`src/rtl/pipe_ctrl_pkg.sv`:
```
// rtl/pipe_ctrl_pkg.sv - state encoding, IR field positions and opcode helpers for pipe_ctrl
package pipe_ctrl_pkg;

  typedef enum logic [1:0] {
    PC_RUN        = 2'd0,
    PC_MEM_WAIT   = 2'd1,
    PC_HALT_DRAIN = 2'd2,
    PC_HALTED     = 2'd3
  } pc_state_t;

  localparam int OP_HI = 31;
  localparam int OP_LO = 26;
  localparam int RS_HI = 25;
  localparam int RS_LO = 21;
  localparam int RT_HI = 20;
  localparam int RT_LO = 16;

  localparam logic [5:0] OP_NOP  = 6'h00;
  localparam logic [5:0] OP_ADD  = 6'h01;
  localparam logic [5:0] OP_SUB  = 6'h02;
  localparam logic [5:0] OP_AND  = 6'h03;
  localparam logic [5:0] OP_OR   = 6'h04;
  localparam logic [5:0] OP_XOR  = 6'h05;
  localparam logic [5:0] OP_SLLV = 6'h06;
  localparam logic [5:0] OP_SRLV = 6'h07;
  localparam logic [5:0] OP_LW   = 6'h08;
  localparam logic [5:0] OP_LH   = 6'h09;
  localparam logic [5:0] OP_LD   = 6'h0a;
  localparam logic [5:0] OP_SW   = 6'h0b;
  localparam logic [5:0] OP_SH   = 6'h0c;
  localparam logic [5:0] OP_SD   = 6'h0d;
  localparam logic [5:0] OP_BEQ  = 6'h0e;
  localparam logic [5:0] OP_BNE  = 6'h0f;
  localparam logic [5:0] OP_ADDI = 6'h10;
  localparam logic [5:0] OP_HALT = 6'h3f;

  function automatic logic is_load(input logic [5:0] op);
    return (op == OP_LW) || (op == OP_LH) || (op == OP_LD);
  endfunction

  // Opcodes that read rt as a source operand rather than writing it.
  function automatic logic uses_rt(input logic [5:0] op);
    case (op)
      OP_ADD, OP_SUB, OP_AND, OP_OR, OP_XOR, OP_SLLV, OP_SRLV,
      OP_SW, OP_SH, OP_SD, OP_BEQ, OP_BNE: return 1'b1;
      default:                             return 1'b0;
    endcase
  endfunction

endpackage

```
`src/rtl/pipe_ctrl_if.sv`:
```
// rtl/pipe_ctrl_if.sv - pipeline <-> sequencing controller signal bundle
interface pipe_ctrl_if #(
  parameter int WIDTH = 32,
  parameter int CNT_W = 32
);
  logic [WIDTH-1:0] IR_ID;
  logic [WIDTH-1:0] IR_EXE;
  logic             IsBranchTaken;
  logic [WIDTH-3:0] BranchAddr;
  logic             MemReq;
  logic             MemReady;
  logic             StallIF;
  logic             StallID;
  logic             IsStall;
  logic             StallMEM;
  logic             FlushIF;
  logic             FlushID;
  logic             BubbleEXE;
  logic             Redirect;
  logic [WIDTH-3:0] RedirectAddr;
  logic             Halted;
  logic             MemError;
  logic [CNT_W-1:0] CycleCount;
  logic [CNT_W-1:0] StallCount;

  // master is the controller, slave is the pipeline datapath
  modport master (
    input  IR_ID, IR_EXE, IsBranchTaken, BranchAddr, MemReq, MemReady,
    output StallIF, StallID, IsStall, StallMEM, FlushIF, FlushID, BubbleEXE,
           Redirect, RedirectAddr, Halted, MemError, CycleCount, StallCount
  );

  modport slave (
    output IR_ID, IR_EXE, IsBranchTaken, BranchAddr, MemReq, MemReady,
    input  StallIF, StallID, IsStall, StallMEM, FlushIF, FlushID, BubbleEXE,
           Redirect, RedirectAddr, Halted, MemError, CycleCount, StallCount
  );
endinterface

```
`src/rtl/pipe_ctrl_hazard_detect.sv`:
```
// rtl/pipe_ctrl_hazard_detect.sv - combinational load-use hazard detection between ID and EXE
module pipe_ctrl_hazard_detect
  import pipe_ctrl_pkg::*;
#(
  parameter int WIDTH = 32
) (
  input  logic [WIDTH-1:0] ir_id,
  input  logic [WIDTH-1:0] ir_exe,
  output logic             lu
);

  logic [5:0] op_id;
  logic [5:0] op_exe;
  logic [4:0] rs_id;
  logic [4:0] rt_id;
  logic [4:0] rt_exe;
  logic       unused_fields;

  assign op_id  = ir_id[OP_HI:OP_LO];
  assign rs_id  = ir_id[RS_HI:RS_LO];
  assign rt_id  = ir_id[RT_HI:RT_LO];
  assign op_exe = ir_exe[OP_HI:OP_LO];
  assign rt_exe = ir_exe[RT_HI:RT_LO];

  assign unused_fields = ^{ir_id[RT_LO-1:0], ir_exe[RS_HI:RS_LO], ir_exe[RT_LO-1:0]};

  // r0 is hardwired zero, so a load into it never creates a dependency.
  assign lu = is_load(op_exe) && (rt_exe != 5'd0) &&
              ((rt_exe == rs_id) || (uses_rt(op_id) && (rt_exe == rt_id)));

endmodule

```
`src/rtl/pipe_ctrl.sv`:
```
// rtl/pipe_ctrl.sv - 5-stage pipeline sequencer: stalls, flushes, redirect, memory wait, halt drain, counters
module pipe_ctrl
  import pipe_ctrl_pkg::*;
#(
  parameter int WIDTH        = 32,
  parameter int MEM_TIMEOUT  = 255,
  parameter int DRAIN_CYCLES = 3,
  parameter int CNT_W        = 32
) (
  input logic       clk,
  input logic       rst,
  pipe_ctrl_if.master bus
);

  pc_state_t        state;
  logic [31:0]      wait_cnt;
  logic [31:0]      drain_cnt;
  logic             mem_err;
  logic [CNT_W-1:0] cycle_cnt;
  logic [CNT_W-1:0] stall_cnt;

  logic lu;
  logic mem_stall;
  logic halt_id;
  logic wait_timeout;
  logic count_stall;
  logic stall_if, stall_id, stall_exe, stall_mem;
  logic flush_if, flush_id, bubble_exe, redirect;

  pipe_ctrl_hazard_detect #(.WIDTH(WIDTH)) u_hazard (
    .ir_id  (bus.IR_ID),
    .ir_exe (bus.IR_EXE),
    .lu     (lu)
  );

  assign mem_stall    = bus.MemReq & ~bus.MemReady;
  assign halt_id      = (bus.IR_ID[OP_HI:OP_LO] == OP_HALT);
  assign wait_timeout = (MEM_TIMEOUT != 0) && !bus.MemReady &&
                        ((wait_cnt + 32'd1) == 32'(MEM_TIMEOUT));

  always_comb begin
    stall_if    = 1'b0;
    stall_id    = 1'b0;
    stall_exe   = 1'b0;
    stall_mem   = 1'b0;
    flush_if    = 1'b0;
    flush_id    = 1'b0;
    bubble_exe  = 1'b0;
    redirect    = 1'b0;
    count_stall = 1'b0;
    case (state)
      PC_RUN, PC_HALT_DRAIN: begin
        // A pending memory access freezes EXE, so any taken branch is re-presented later.
        if (mem_stall) begin
          {stall_if, stall_id, stall_exe, stall_mem} = 4'b1111;
          count_stall = 1'b1;
        end else if (bus.IsBranchTaken) begin
          redirect = 1'b1;
          flush_if = 1'b1;
          flush_id = 1'b1;
        end else if (state == PC_HALT_DRAIN) begin
          stall_if = 1'b1;
          flush_if = 1'b1;
        end else if (lu) begin
          stall_if    = 1'b1;
          stall_id    = 1'b1;
          bubble_exe  = 1'b1;
          count_stall = 1'b1;
        end else if (halt_id) begin
          stall_if = 1'b1;
          flush_if = 1'b1;
        end
      end
      PC_MEM_WAIT: begin
        {stall_if, stall_id, stall_exe, stall_mem} = 4'b1111;
        count_stall = 1'b1;
      end
      PC_HALTED: begin
        {stall_if, stall_id, stall_exe, stall_mem} = 4'b1111;
      end
      default: ;
    endcase
  end

  always_ff @(posedge clk) begin
    if (rst) begin
      state     <= PC_RUN;
      wait_cnt  <= '0;
      drain_cnt <= '0;
      mem_err   <= 1'b0;
      cycle_cnt <= '0;
      stall_cnt <= '0;
    end else begin
      if ((state != PC_HALTED) && (cycle_cnt != '1))
        cycle_cnt <= cycle_cnt + CNT_W'(1);
      if (count_stall && (stall_cnt != '1))
        stall_cnt <= stall_cnt + CNT_W'(1);
      case (state)
        PC_RUN: begin
          if (mem_stall) begin
            state    <= PC_MEM_WAIT;
            wait_cnt <= '0;
          end else if (!bus.IsBranchTaken && !lu && halt_id) begin
            state     <= PC_HALT_DRAIN;
            drain_cnt <= 32'(DRAIN_CYCLES);
          end
        end
        PC_MEM_WAIT: begin
          wait_cnt <= wait_cnt + 32'd1;
          if (bus.MemReady) begin
            state <= PC_RUN;
          end else if (wait_timeout) begin
            mem_err <= 1'b1;
            state   <= PC_HALTED;
          end
        end
        PC_HALT_DRAIN: begin
          if (!mem_stall) begin
            if (bus.IsBranchTaken)
              state <= PC_RUN;
            else if (drain_cnt <= 32'd1)
              state <= PC_HALTED;
            else
              drain_cnt <= drain_cnt - 32'd1;
          end
        end
        default: ;
      endcase
    end
  end

  // Everything reads as idle while rst is held, regardless of the state being left.
  assign bus.StallIF      = stall_if & ~rst;
  assign bus.StallID      = stall_id & ~rst;
  assign bus.IsStall      = stall_exe & ~rst;
  assign bus.StallMEM     = stall_mem & ~rst;
  assign bus.FlushIF      = flush_if & ~rst;
  assign bus.FlushID      = flush_id & ~rst;
  assign bus.BubbleEXE    = bubble_exe & ~rst;
  assign bus.Redirect     = redirect & ~rst;
  assign bus.RedirectAddr = (redirect & ~rst) ? bus.BranchAddr : '0;
  assign bus.Halted       = (state == PC_HALTED) & ~rst;
  assign bus.MemError     = mem_err & ~rst;
  assign bus.CycleCount   = rst ? '0 : cycle_cnt;
  assign bus.StallCount   = rst ? '0 : stall_cnt;

endmodule

```
`src/flat_wrapper.sv`:
```
// flat-port wrapper written by rule: the top's interface ports become plain ports
module pipe_ctrl_flat import pipe_ctrl_pkg::*;
#(
  parameter int WIDTH        = 32,
  parameter int MEM_TIMEOUT  = 255,
  parameter int DRAIN_CYCLES = 3,
  parameter int CNT_W        = 32
)
  (clk, rst, bus_IR_ID, bus_IR_EXE, bus_IsBranchTaken, bus_BranchAddr, bus_MemReq, bus_MemReady, bus_StallIF, bus_StallID, bus_IsStall, bus_StallMEM, bus_FlushIF, bus_FlushID, bus_BubbleEXE, bus_Redirect, bus_RedirectAddr, bus_Halted, bus_MemError, bus_CycleCount, bus_StallCount);
  pipe_ctrl_if #(.WIDTH(WIDTH), .CNT_W(CNT_W)) bus_i ();
  input logic clk;
  input logic rst;
  input wire logic [$bits(bus_i.IR_ID)-1:0] bus_IR_ID;
  input wire logic [$bits(bus_i.IR_EXE)-1:0] bus_IR_EXE;
  input wire logic [$bits(bus_i.IsBranchTaken)-1:0] bus_IsBranchTaken;
  input wire logic [$bits(bus_i.BranchAddr)-1:0] bus_BranchAddr;
  input wire logic [$bits(bus_i.MemReq)-1:0] bus_MemReq;
  input wire logic [$bits(bus_i.MemReady)-1:0] bus_MemReady;
  output wire logic [$bits(bus_i.StallIF)-1:0] bus_StallIF;
  output wire logic [$bits(bus_i.StallID)-1:0] bus_StallID;
  output wire logic [$bits(bus_i.IsStall)-1:0] bus_IsStall;
  output wire logic [$bits(bus_i.StallMEM)-1:0] bus_StallMEM;
  output wire logic [$bits(bus_i.FlushIF)-1:0] bus_FlushIF;
  output wire logic [$bits(bus_i.FlushID)-1:0] bus_FlushID;
  output wire logic [$bits(bus_i.BubbleEXE)-1:0] bus_BubbleEXE;
  output wire logic [$bits(bus_i.Redirect)-1:0] bus_Redirect;
  output wire logic [$bits(bus_i.RedirectAddr)-1:0] bus_RedirectAddr;
  output wire logic [$bits(bus_i.Halted)-1:0] bus_Halted;
  output wire logic [$bits(bus_i.MemError)-1:0] bus_MemError;
  output wire logic [$bits(bus_i.CycleCount)-1:0] bus_CycleCount;
  output wire logic [$bits(bus_i.StallCount)-1:0] bus_StallCount;
  assign bus_i.IR_ID = bus_IR_ID;
  assign bus_i.IR_EXE = bus_IR_EXE;
  assign bus_i.IsBranchTaken = bus_IsBranchTaken;
  assign bus_i.BranchAddr = bus_BranchAddr;
  assign bus_i.MemReq = bus_MemReq;
  assign bus_i.MemReady = bus_MemReady;
  assign bus_StallIF = bus_i.StallIF;
  assign bus_StallID = bus_i.StallID;
  assign bus_IsStall = bus_i.IsStall;
  assign bus_StallMEM = bus_i.StallMEM;
  assign bus_FlushIF = bus_i.FlushIF;
  assign bus_FlushID = bus_i.FlushID;
  assign bus_BubbleEXE = bus_i.BubbleEXE;
  assign bus_Redirect = bus_i.Redirect;
  assign bus_RedirectAddr = bus_i.RedirectAddr;
  assign bus_Halted = bus_i.Halted;
  assign bus_MemError = bus_i.MemError;
  assign bus_CycleCount = bus_i.CycleCount;
  assign bus_StallCount = bus_i.StallCount;
  pipe_ctrl #(.WIDTH(WIDTH), .MEM_TIMEOUT(MEM_TIMEOUT), .DRAIN_CYCLES(DRAIN_CYCLES), .CNT_W(CNT_W)) u_core (.clk(clk), .rst(rst), .bus(bus_i));
endmodule
```
`config.mk`:
```
export PLATFORM = sky130hd
export DESIGN_NAME = pipe_ctrl_flat
export DESIGN_NICKNAME = d
export VERILOG_FILES = /design/src/rtl/pipe_ctrl_pkg.sv /design/src/rtl/pipe_ctrl_if.sv /design/src/rtl/pipe_ctrl_hazard_detect.sv /design/src/rtl/pipe_ctrl.sv /design/src/flat_wrapper.sv
export SDC_FILE = /design/constraint.sdc
export NUM_CORES = 1
export LEC_CHECK = 0
export ABC_AREA = 1
export BUFFER_PORTS_ARGS = -buffer_cell sky130_fd_sc_hd__buf_2
export CAP_MARGIN = 20
export CORE_MARGIN = 3
export CORE_UTILIZATION = 54
export DETAILED_ROUTE_END_ITERATION = 12
export PLACE_DENSITY = 0.79
export REMOVE_ABC_BUFFERS = 1
export SYNTH_ARGS = -nofsm -noshare
export SYNTH_HDL_FRONTEND = slang
export SYNTH_SLANG_ARGS = --single-unit
```
`constraint.sdc`:
```
create_clock -name clk -period 2.7 [get_ports clk]
set_clock_uncertainty 0.1 [all_clocks]
set_input_delay 0.135 -clock clk [delete_from_list [all_inputs] [get_ports clk]]
set_output_delay 0.135 -clock clk [all_outputs]
set_load 0.005 [all_outputs]
```
# Word-level counts from Yosys, hierarchy flattened
# Memory sizes are Yosys's and may differ from the RTL's.
# Index checks and enable logic that the tools add are counted.
[totals]
reg_bits = 131
romBits = 16
inputBits = 99
out_inout_bits = 104
word_cells = 115
memories = 1
[mem_list]
columns = ["name", "depth", "width", "read_ports", "rd_ports_with_merged_regs", "write_ports", "line", "source"]
rows = [
  ["(name not given)", 16, 1, 1, 0, 0, "pipe_ctrl_pkg.sv:43", "case (op)"],
]
[op_classes]
addsub = 4
magnitude_cmp = 1
eq_ne = 22
n_mux = 44
n_bitwise = 11
n_reduce_logical = 26
[op_table]
columns = ["operator", "count"]
rows = [
  ["32-bit 2-to-1 mux", 8],
  ["32-bit case mux with 2 select lines", 2],
  ["32-bit by 1-bit adder with 32-bit output, second input constant", 3],
  ["32-bit != test, second input constant", 2],
  ["32-bit by 8-bit equality test with 1-bit output, second input constant", 1],
  ["32-bit by 1-bit less-or-equal comparator with 1-bit output, second input constant", 1],
  ["32-bit by 1-bit subtractor with 32-bit output, second input constant", 1],
  ["30-bit 2-to-1 mux", 1],
  ["1-bit 2-to-1 mux", 21],
  ["6-bit by 4-bit equality test with 1-bit output, second input constant", 3],
  ["2-bit 2-to-1 mux", 7],
  ["5-bit equality test", 2],
  ["2-bit != test, second input constant", 5],
  ["1-bit bitwise AND", 9],
  ["1-bit logical AND", 8],
  ["1-bit case mux with 2 select lines", 4],
  ["6-bit equality test, second input constant", 1],
  ["2-bit case mux with 3 select lines", 1],
  ["6-bit AND reduction", 1],
  ["5-bit AND reduction", 1],
  ["5-bit nonzero test", 1],
  ["2-bit equality test, second input constant", 2],
  ["2-bit zero test", 2],
  ["2-bit by 1-bit != test with 1-bit output, second input constant", 2],
  ["12 further kinds", 19],
]

# Depth between registers and ports, before layout
# Gate-level depths: netlist of run 1.
[logic_depth]
ltp_word = 11
depth_mapped = 16

# Cells and area by module
# Synthesis of run 1 repeated with hierarchy kept, for this count alone.
[unflattened]
cells_unflattened = 1497
hier_area_um2 = 8919.8
[by_module_without_submodules]
columns = ["mod", "instances", "cells_per_inst", "area_per_inst_um2"]
rows = [
  ["pipe_ctrl", 1, 1434, 8663.3],
  ["pipe_ctrl_hazard_detect", 1, 63, 256.5],
]

# Worst setup path before layout of run 1
# Ideal clock, no wire load.
[synth_path]
kind = "reg2out"
start = "register u_core.state[0]"
end = "output port bus_RedirectAddr[0]"
arrival_time_ns = 1.801
t_required_ns = 2.465
slack_ns = 0.664
path_stages_with_launch = 13
n_path_buf = 2
cell_sequence = "dfxtp_1 -> inv_1 -> ha_1 -> clkbuf_1 -> inv_1 -> a21oi_1 -> inv_1 -> nor2_1 -> inv_1 -> nor2_1 -> inv_1 -> clkbuf_1 -> nor2_1"
[synth_via]
elab_chain_len = 5
word_cells_on_any_way = 6
cone_classes = "eq/ne: 1; mux: 2; bitwise: 1; reduce/logical: 2"
[synth_rtl]
columns = ["item", "line", "source"]
rows = [
  ["from (decl)", "pipe_ctrl.sv:15", "pc_state_t state;"],
  ["from (signal assigned)", "pipe_ctrl.sv:87", "state <= PC_RUN;"],
  ["from (signal assigned)", "pipe_ctrl.sv:101", "state <= PC_MEM_WAIT;"],
  ["from (signal assigned)", "pipe_ctrl.sv:104", "state <= PC_HALT_DRAIN;"],
  ["2-bit equality test or 2-bit zero test (tied branches)", "--", ""],
  ["2-bit OR reduction (*)", "--", ""],
  ["1-bit 2-to-1 mux (*)", "--", ""],
  ["1-bit bitwise AND (*)", "--", ""],
  ["net bus_FlushID", "flat_wrapper.sv:24", "output wire logic [$bits(bus_i.FlushID)-1:0] bus_FlushID;"],
  ["30-bit 2-to-1 mux (*)", "pipe_ctrl.sv:141", "assign bus.RedirectAddr = (redirect & ~rst) ? bus.BranchAddr : '0;"],
  ["to (decl)", "flat_wrapper.sv:27", "output wire logic [$bits(bus_i.RedirectAddr)-1:0] bus_RedirectAddr;"],
]
# The timed path passes the listed nets; every way through them passes the cells marked *.

# Final worst setup path of run 1
[layout_path]
start = "register u_core.state[0]"
end = "output port bus_RedirectAddr[24]"
[layout_via]
elab_chain_len = 5
word_cells_on_any_way = 6
cone_classes = "eq/ne: 1; mux: 2; bitwise: 1; reduce/logical: 2"
[layout_rtl]
columns = ["item", "line", "source"]
rows = [
  ["2-bit equality test or 2-bit zero test (tied branches)", "pipe_ctrl.sv:51", "case (state)"],
  ["2-bit OR reduction (*)", "pipe_ctrl.sv:51", ""],
  ["1-bit 2-to-1 mux (*)", "pipe_ctrl.sv:51", ""],
  ["1-bit bitwise AND (*)", "pipe_ctrl.sv:141", ""],
  ["30-bit 2-to-1 mux (*)", "pipe_ctrl.sv:141", ""],
]
# Mark *: on every way between the ends. The rest lies on a longest branch, timed or not.

==> results of run 1 <==
## registers in the layout, summed over array words and instances, names as in the netlist
signal	cells
u_core.drain_cnt	32
u_core.wait_cnt	32
u_core.cycle_cnt	32
u_core.stall_cnt	32
u_core.mem_err	1
u_core.state	2
## how the worst min path moves through the flow
stage / cells past startpoint / slack [ns] / endpoint / startpoint
2_1_floorplan: 1 / 0.10 / u_core.cycle_cnt[27] / rst
3_3_place_gp: 2 / 0.35 / u_core.stall_cnt[31] / u_core.stall_cnt[31]
3_5_place_dp: 2 / 0.36 / u_core.stall_cnt[31] / u_core.stall_cnt[31]
4_1_cts: 3 / 0.16 / u_core.cycle_cnt[13] / rst
5_1_grt: 3 / 0.17 / u_core.cycle_cnt[25] / rst
6_report: 3 / 0.14 / u_core.cycle_cnt[25] / rst
## layer usage
metal	vias to the layer above	wire, um	global-route usage, %
li1	5106	-	-
met1	4480	10700	34.1
met3	42	1770	4.12
met4	0	495	8.90
met5	-	0	0
met2	367	11400	44.6
## kinds of logic (layout without fill, tap and decap cells)
family	count (synthesis)	in the layout
other	0	1
buffers and inverters	249	408
adder cells (fa/ha/maj)	10	10
flip-flops	131	131
AO/OA/AOI/OAI	159	159
AND/OR/NAND/NOR	886	886
XOR/XNOR	81	81
## power by group through the flow
stage | logic [mW] | registers (mW) | clock network [mW]
after floorplan | 2.32 | 2.17 | 0
after global placement | 3.20 | 2.19 | 0
after detailed placement | 3.25 | 2.20 | 0
after CTS | 3.30 | 2.16 | 2.50
after global routing | 3.70 | 2.17 | 2.59
final | 3.34 | 2.16 | 2.49
## stage by stage
step,util [%],TNS (ns)
final,65.3,0
after CTS,65.2,0
after global placement,61.4,0
after global routing,65.3,0
after detailed placement,61.4,0
after floorplan,-,-0.0467
## timing repair
action / in CTS / in global routing
hold buffers: 1 / 0
resized for setup: 1 / 3
endpoints found under the setup margin: 18 / 22
cloned: 0 / 0
hold endpoints to repair: 1 / 0
## critical path, cell delays in order, from the launching register on
cell and delay [ns]:
dfxtp_1 0.34, inv_1 0.12, ha_1 0.20, inv_1 0.07, a21oi_1 0.19, inv_1 0.06, nor2_1 0.09, inv_1 0.09
nor2_4 0.14, inv_2 0.11, buf_4 0.21, nor2_1 0.10, buf_2 0.11
## cell type report
class	count	area (sq um)
clock inverters	9	151
inverters	191	721
flip-flops and latches	131	2620
repair buffers	185	997
fillers	1564	5780
well taps	220	275
clock buffers	23	478
multi-input cells	1136	5620
diodes	1	2.50
## cell usage in the layout, fill, tap and decap left out, types with 4 or more instances in the layout
master     instances
nand2_1          386
nor2_1           257
inv_1            183
buf_2            164
dfxtp_1          131
a21oi_1          123
xor2_1            70
nand4_1           65
nand3_1           54
nor3_1            47
o21ai_0           22
buf_4             18
clkbuf_16         17
nor2_4            12
nor4_1            12
xnor2_1           11
nand2_2           10
ha_1              10
nand3b_1           8
inv_2              7
or2_2              7
nor2_2             7
a31oi_1            5
nor3b_1            4
bufinv_16          4
==> out/results.txt, run 1 <==
status: complete, no violations
clk slew on worst S/H paths: 0.06 ns
max cap viols: 0
CP Capture Point: bus_RedirectAddr[24]
transition time of the tightest slew-check pin: 0.593 ns
end of the worst register-to-register path: u_core.drain_cnt[10]
placed cell area: 10,200 sq um
post-route cell area: 10,900 sq um
pwr/cell area: 734 nW/um^2
vias: 9,995
residual overflow from global routing: 0
share of cells above drive strength 1: 16.2%
top cell type's share of synthesized area: 28.5%
Vias/cell: 5.27
critical path arrival: 2.26 ns
largest net degree at the start of global routing: 123
Synth-to-Final Area Change: 18.0%
Die Ht: 137 um
Synth Register Bits: 131
total core area: 16,600 sq um
Clock Latency Late Sink: 0.43 ns
post-synthesis compound-gate area fraction: 8.96%
most numerous cell in the Yosys netlist: nand2_1
Post-DRT Antenna Nets: 0
Pint: 4.82 mW
final setup fails: 0
Finished Layout Cells: 1,896
CTS Root Cell: clkbuf_16
flop-to-flop setup slack: 0.23 ns
gr usage total: 26.3%
first-pass detailed-route iteration total: 6
CP Max Fanout: 18
die width: 137 um
worst rel slew slack: 60.5%
die footprint: 18,700 sq um
post-CTS setup buffers: 0
cell count after placement: 1,862
Pwr Total: 7.98 mW
PortBufs: 165
row cnt: 47
number of synthesized flops with an enable pin: 0
number of distinct library cells after synthesis: 42
Final Cycle Share: 92.5%
Max Slew Vio Count: 0
main combinational cell family by area after synthesis: simple AND/OR/NAND/NOR gates
Synth area leaders: dfxtp_1, nand2_1, nor2_1
post-synthesis cell count: 1,516
worst reg-to-reg path cell count: 12
TritonCTS clock tree: done
CP startpoint: u_core.state[0]
leakage: 4.75 nW
Sw Pwr: 3.16 mW
H-tree depth: 4
crit path time final: 2.50 ns
Inserted Clock Buffers: 17
Syn Std Cell Area: 9210 sq um
Fmax: 401 MHz
part of the power in registers: 27.0%
Initial DRC Count: 865
final WL: 24,400 um
Post-Synth XOR/XNOR Area: 7.71%
Clock Sinks: 131
Placer Congestion: 0.936
drt wl/cell: 12.9 um
Post-synth top flop: dfxtp_1
peak supply drop: 592 uV
Synth warnings: 0
Synth Area per Inst: 6.07 sq um
Synth Area in Simple Gates: 42.9%
Final Hold Fails: 0
vias in the first global route: 8,891
Max Root-Sink Buffers: 2
drc violations: 0
CP endpoint kind: output port
CP Launch Type: flip-flop
Worst Hold Class: in2reg
WS Path Type: reg2out
fraction of synthesized area in multiplexers: 0%
sw frac: 39.6%
RSZ-0062 raised after global routing: no
HPWL Detailed: 17,900 um
number of placed I/O pins: 203
Final nets: 1,771
first-pass GRT wire length: 40,600 um
Place WS: 0.248 ns
commonest cells in the synthesized netlist: nand2_1, nor2_1, inv_1
combinational power share: 41.8%
CP required: 2.47 ns
Fin Hold WS: 0.139 ns
area leader, netlist: dfxtp_1
antenna violations before repair: 1
register area share after synthesis: 28.5%
initial core utilization: 55.3%
area share of fa/ha/maj cells after synthesis: 1.36%
FF-to-FF Start: u_core.drain_cnt[0]
Clk pwr share: 31.1%
fraction of registers with async set/reset: 0%
Setup WS post-layout: 0.204 ns
Note: power is estimated with default switching activity, not from simulation.
==> run 2: changes to the inputs <==
- ABC_AREA: 1 -> unset
- PLACE_DENSITY: 0.79 -> 0.81
==> out/results.txt, run 2 <==
main combinational cell family by area after synthesis: simple AND/OR/NAND/NOR gates
Post-synth top flop: dfxtp_1
gr usage total: 25.6% (-0.65 points)
CP endpoint kind: flip-flop
die footprint: 16,200 sq um (-13%)
vias in the first global route: 7,578 (-15%)
commonest non-fill, non-tap cell in the layout: buf_2
Final nets: 1,360 (-23%)
leakage: 4.24 nW (-11%)
cell count after placement: 1,400 (-25%)
Clock Latency Late Sink: 0.42 ns (about the same)
drt wl/cell: 14.8 um (+15%)
initial core utilization: 56.2% (+0.86 points)
combinational power share: 26.4% (-15 points)
Clk pwr share: 38.2% (+7.1 points)
Max Slew Vio Count: 0 (unchanged)
Setup WS post-layout: 0.00958 ns (-0.194 ns)
flop-to-flop setup slack: 0.01 ns (-0.22 ns)
fraction of registers with async set/reset: 0% (unchanged)
share of cells above drive strength 1: 25.7% (+9.5 points)
FF-to-FF Start: u_core.wait_cnt[2]
Fmax: 372 MHz (-7.2%)
CP startpoint: u_core.wait_cnt[2]
Post-Synth XOR/XNOR Area: 9.70% (+2.0 points)
Die Ht: 127 um (-6.8%)
number of synthesized flops with an enable pin: 0 (unchanged)
area leader, netlist: dfxtp_1
CP Max Fanout: 7 (-11)
status: complete, no violations
Synth-to-Final Area Change: 27.2%
max cap viols: 0 (unchanged)
critical path arrival: 2.89 ns (+0.63 ns)
fraction of synthesized area in multiplexers: 1.92% (+1.9 points)
Sw Pwr: 1.80 mW (-43%)
CP Launch Type: flip-flop
largest net degree at the start of global routing: 143 (+16%)
transition time of the tightest slew-check pin: 0.719 ns (+0.126 ns)
Synth Register Bits: 131 (unchanged)
area share of fa/ha/maj cells after synthesis: 1.70% (+0.34 points)
antenna violations before repair: 0 (-1)
Inserted Clock Buffers: 17 (unchanged)
worst rel slew slack: 51.6% (-8.9 points)
total core area: 14,100 sq um (-15%)
part of the power in registers: 35.4% (+8.4 points)
post-synthesis cell count: 1,045 (-31%)
first-pass detailed-route iteration total: 5 (-1)
peak supply drop: 504 uV (-15%)
clk slew on worst S/H paths: 0.06 ns (about the same)
end of the worst register-to-register path: u_core.state[1]
number of distinct library cells after synthesis: 58 (+38%)
Placer Congestion: 0.893 (-4.7%)
CP Capture Point: u_core.state[1]
final WL: 21,300 um (-13%)
CTS Root Cell: clkbuf_16
Finished Layout Cells: 1,442 (-24%)
Final Hold Fails: 0 (unchanged)
Synth area leaders: dfxtp_1, nor2_1, xor2_1
Antenna Diode Count: 0 (-1)
Synth warnings: 0 (unchanged)
residual overflow from global routing: 0 (unchanged)
PortBufs: 165 (unchanged)
Worst Hold Class: in2reg
final setup fails: 0 (unchanged)
Synth Area in Simple Gates: 38.4% (-4.5 points)
most frequent cells in the layout: buf_2, nor2_1, dfxtp_1
first-pass GRT wire length: 35,000 um (-14%)
Synth Area per Inst: 7.61 sq um (+25%)
Syn Std Cell Area: 7950 sq um (-14%)
most numerous cell in the Yosys netlist: nor2_1
post-synthesis compound-gate area fraction: 11.1% (+2.1 points)
H-tree depth: 4 (unchanged)
Final Cycle Share: 99.6% (+7.2 points)
CP required: 2.90 ns (+0.43 ns)
Pwr Total: 5.88 mW (-26%)
TritonCTS clock tree: done
Post-Route Utilization: 71.5% (+6.2 points)
top cell type's share of synthesized area: 33.0% (+4.5 points)
Place WS: -0.0934 ns (-0.341 ns)
register area share after synthesis: 33.0% (+4.5 points)
Clock Sinks: 131 (unchanged)
Pint: 4.07 mW (-16%)
row cnt: 43 (-8.5%)
WS Path Type: reg2reg
Vias/cell: 5.74 (+8.9%)
Initial DRC Count: 567 (-34%)
sw frac: 30.7% (-8.9 points)
worst reg-to-reg path cell count: 10 (-2)
drc violations: 0 (unchanged)
number of placed I/O pins: 203 (unchanged)
Post-DRT Antenna Nets: 0 (unchanged)
Max Root-Sink Buffers: 2 (unchanged)
commonest cells in the synthesized netlist: nor2_1, dfxtp_1, nand2_1
Worst Hold Launch: bus_MemReady
Fin Hold WS: 0.148 ns (+0.00911 ns)
pwr/cell area: 581 nW/um^2 (-21%)
crit path time final: 2.69 ns (+0.194 ns)
die width: 127 um (-6.8%)
vias: 8,279 (-17%)
HPWL Detailed: 14,800 um (-17%)
RSZ-0062 raised after global routing: yes
## run 2: changes by cell type after synthesis, sizes merged, moves of 35 or more
cell | previous run | this run
a21oi | 123 | 46
nand2 | 399 | 75
nor2 | 277 | 161
inv | 191 | 22
and2 | 2 | 37
nor2b | 1 | 61
## run 2: area by class of cell
type	count	area [sq um]
clock buffer	25	495
clock inverter	5	75.1
fill	1091	4040
inverter	22	82.6
multi-input combinational	831	5120
sequential	131	2650
tap	180	225
timing repair buffer	248	1470
## run 2: power groups by stage
stage / combinational, mW / clock [mW] / sequential, mW
floorplan: 0.928 / 0 / 2.11
global placement: 1.48 / 0 / 2.11
detailed placement: 1.51 / 0 / 2.12
CTS: 1.53 / 2.27 / 2.08
global route: 1.72 / 2.36 / 2.09
finish: 1.55 / 2.24 / 2.08
## run 2: worst min-delay path by stage
stage          cells past startpoint                   end
2_1_floorplan                      1  u_core.cycle_cnt[14]
3_3_place_gp                       2  u_core.drain_cnt[30]
3_5_place_dp                       2   u_core.drain_cnt[6]
4_1_cts                            4       u_core.state[1]
5_1_grt                            4       u_core.state[1]
6_report                           4       u_core.state[1]
## run 2: timing repair
item                                    in CTS  in global routing
pin swaps                                    1                 16
endpoints found under the hold margin        8                  0
endpoints found under the setup margin       2                 31
gates resized for setup                      1                 36
hold buffers                                 1                  0
setup buffers                                0                 12
## run 2: metrics by stage
| step | setup TNS (ns) | area [sq um] |
|---|---|---|
| floorplan | -22.59 | 7700 |
| global placement | -0.174 | 9310 |
| detailed placement | -0.378 | 9310 |
| CTS | 0 | 9890 |
| global route | -0.110 | 10100 |
| finish | 0 | 10100 |
## run 2: logic make-up after synthesis
family,Yosys count
multiplexers,14
flip-flops,131
AND/OR/NAND/NOR,574
buffers and inverters,83
AO/OA/AOI/OAI,144
adder cells (fa/ha/maj),11
XOR/XNOR,88
## run 2: critical path, cell delays in order (launching register included)
cell	delay, ns
dfxtp_4	0.39
nand4_1	0.31
nor3_2	0.30
buf_4	0.15
nand3_1	0.08
xnor2_1	0.15
a211o_1	0.29
nor4_2	0.32
buf_4	0.21
mux2i_1	0.19
o211ai_1	0.10
## run 2: per-layer routing
layer  GRT usage, %  wire length [um]  share of wire [%]
met3           6.40              1340                6.3
met5              0                 0                  0
met4           7.00               352                1.7
met2           43.6             10600                 50
met1           32.4              9010                 42
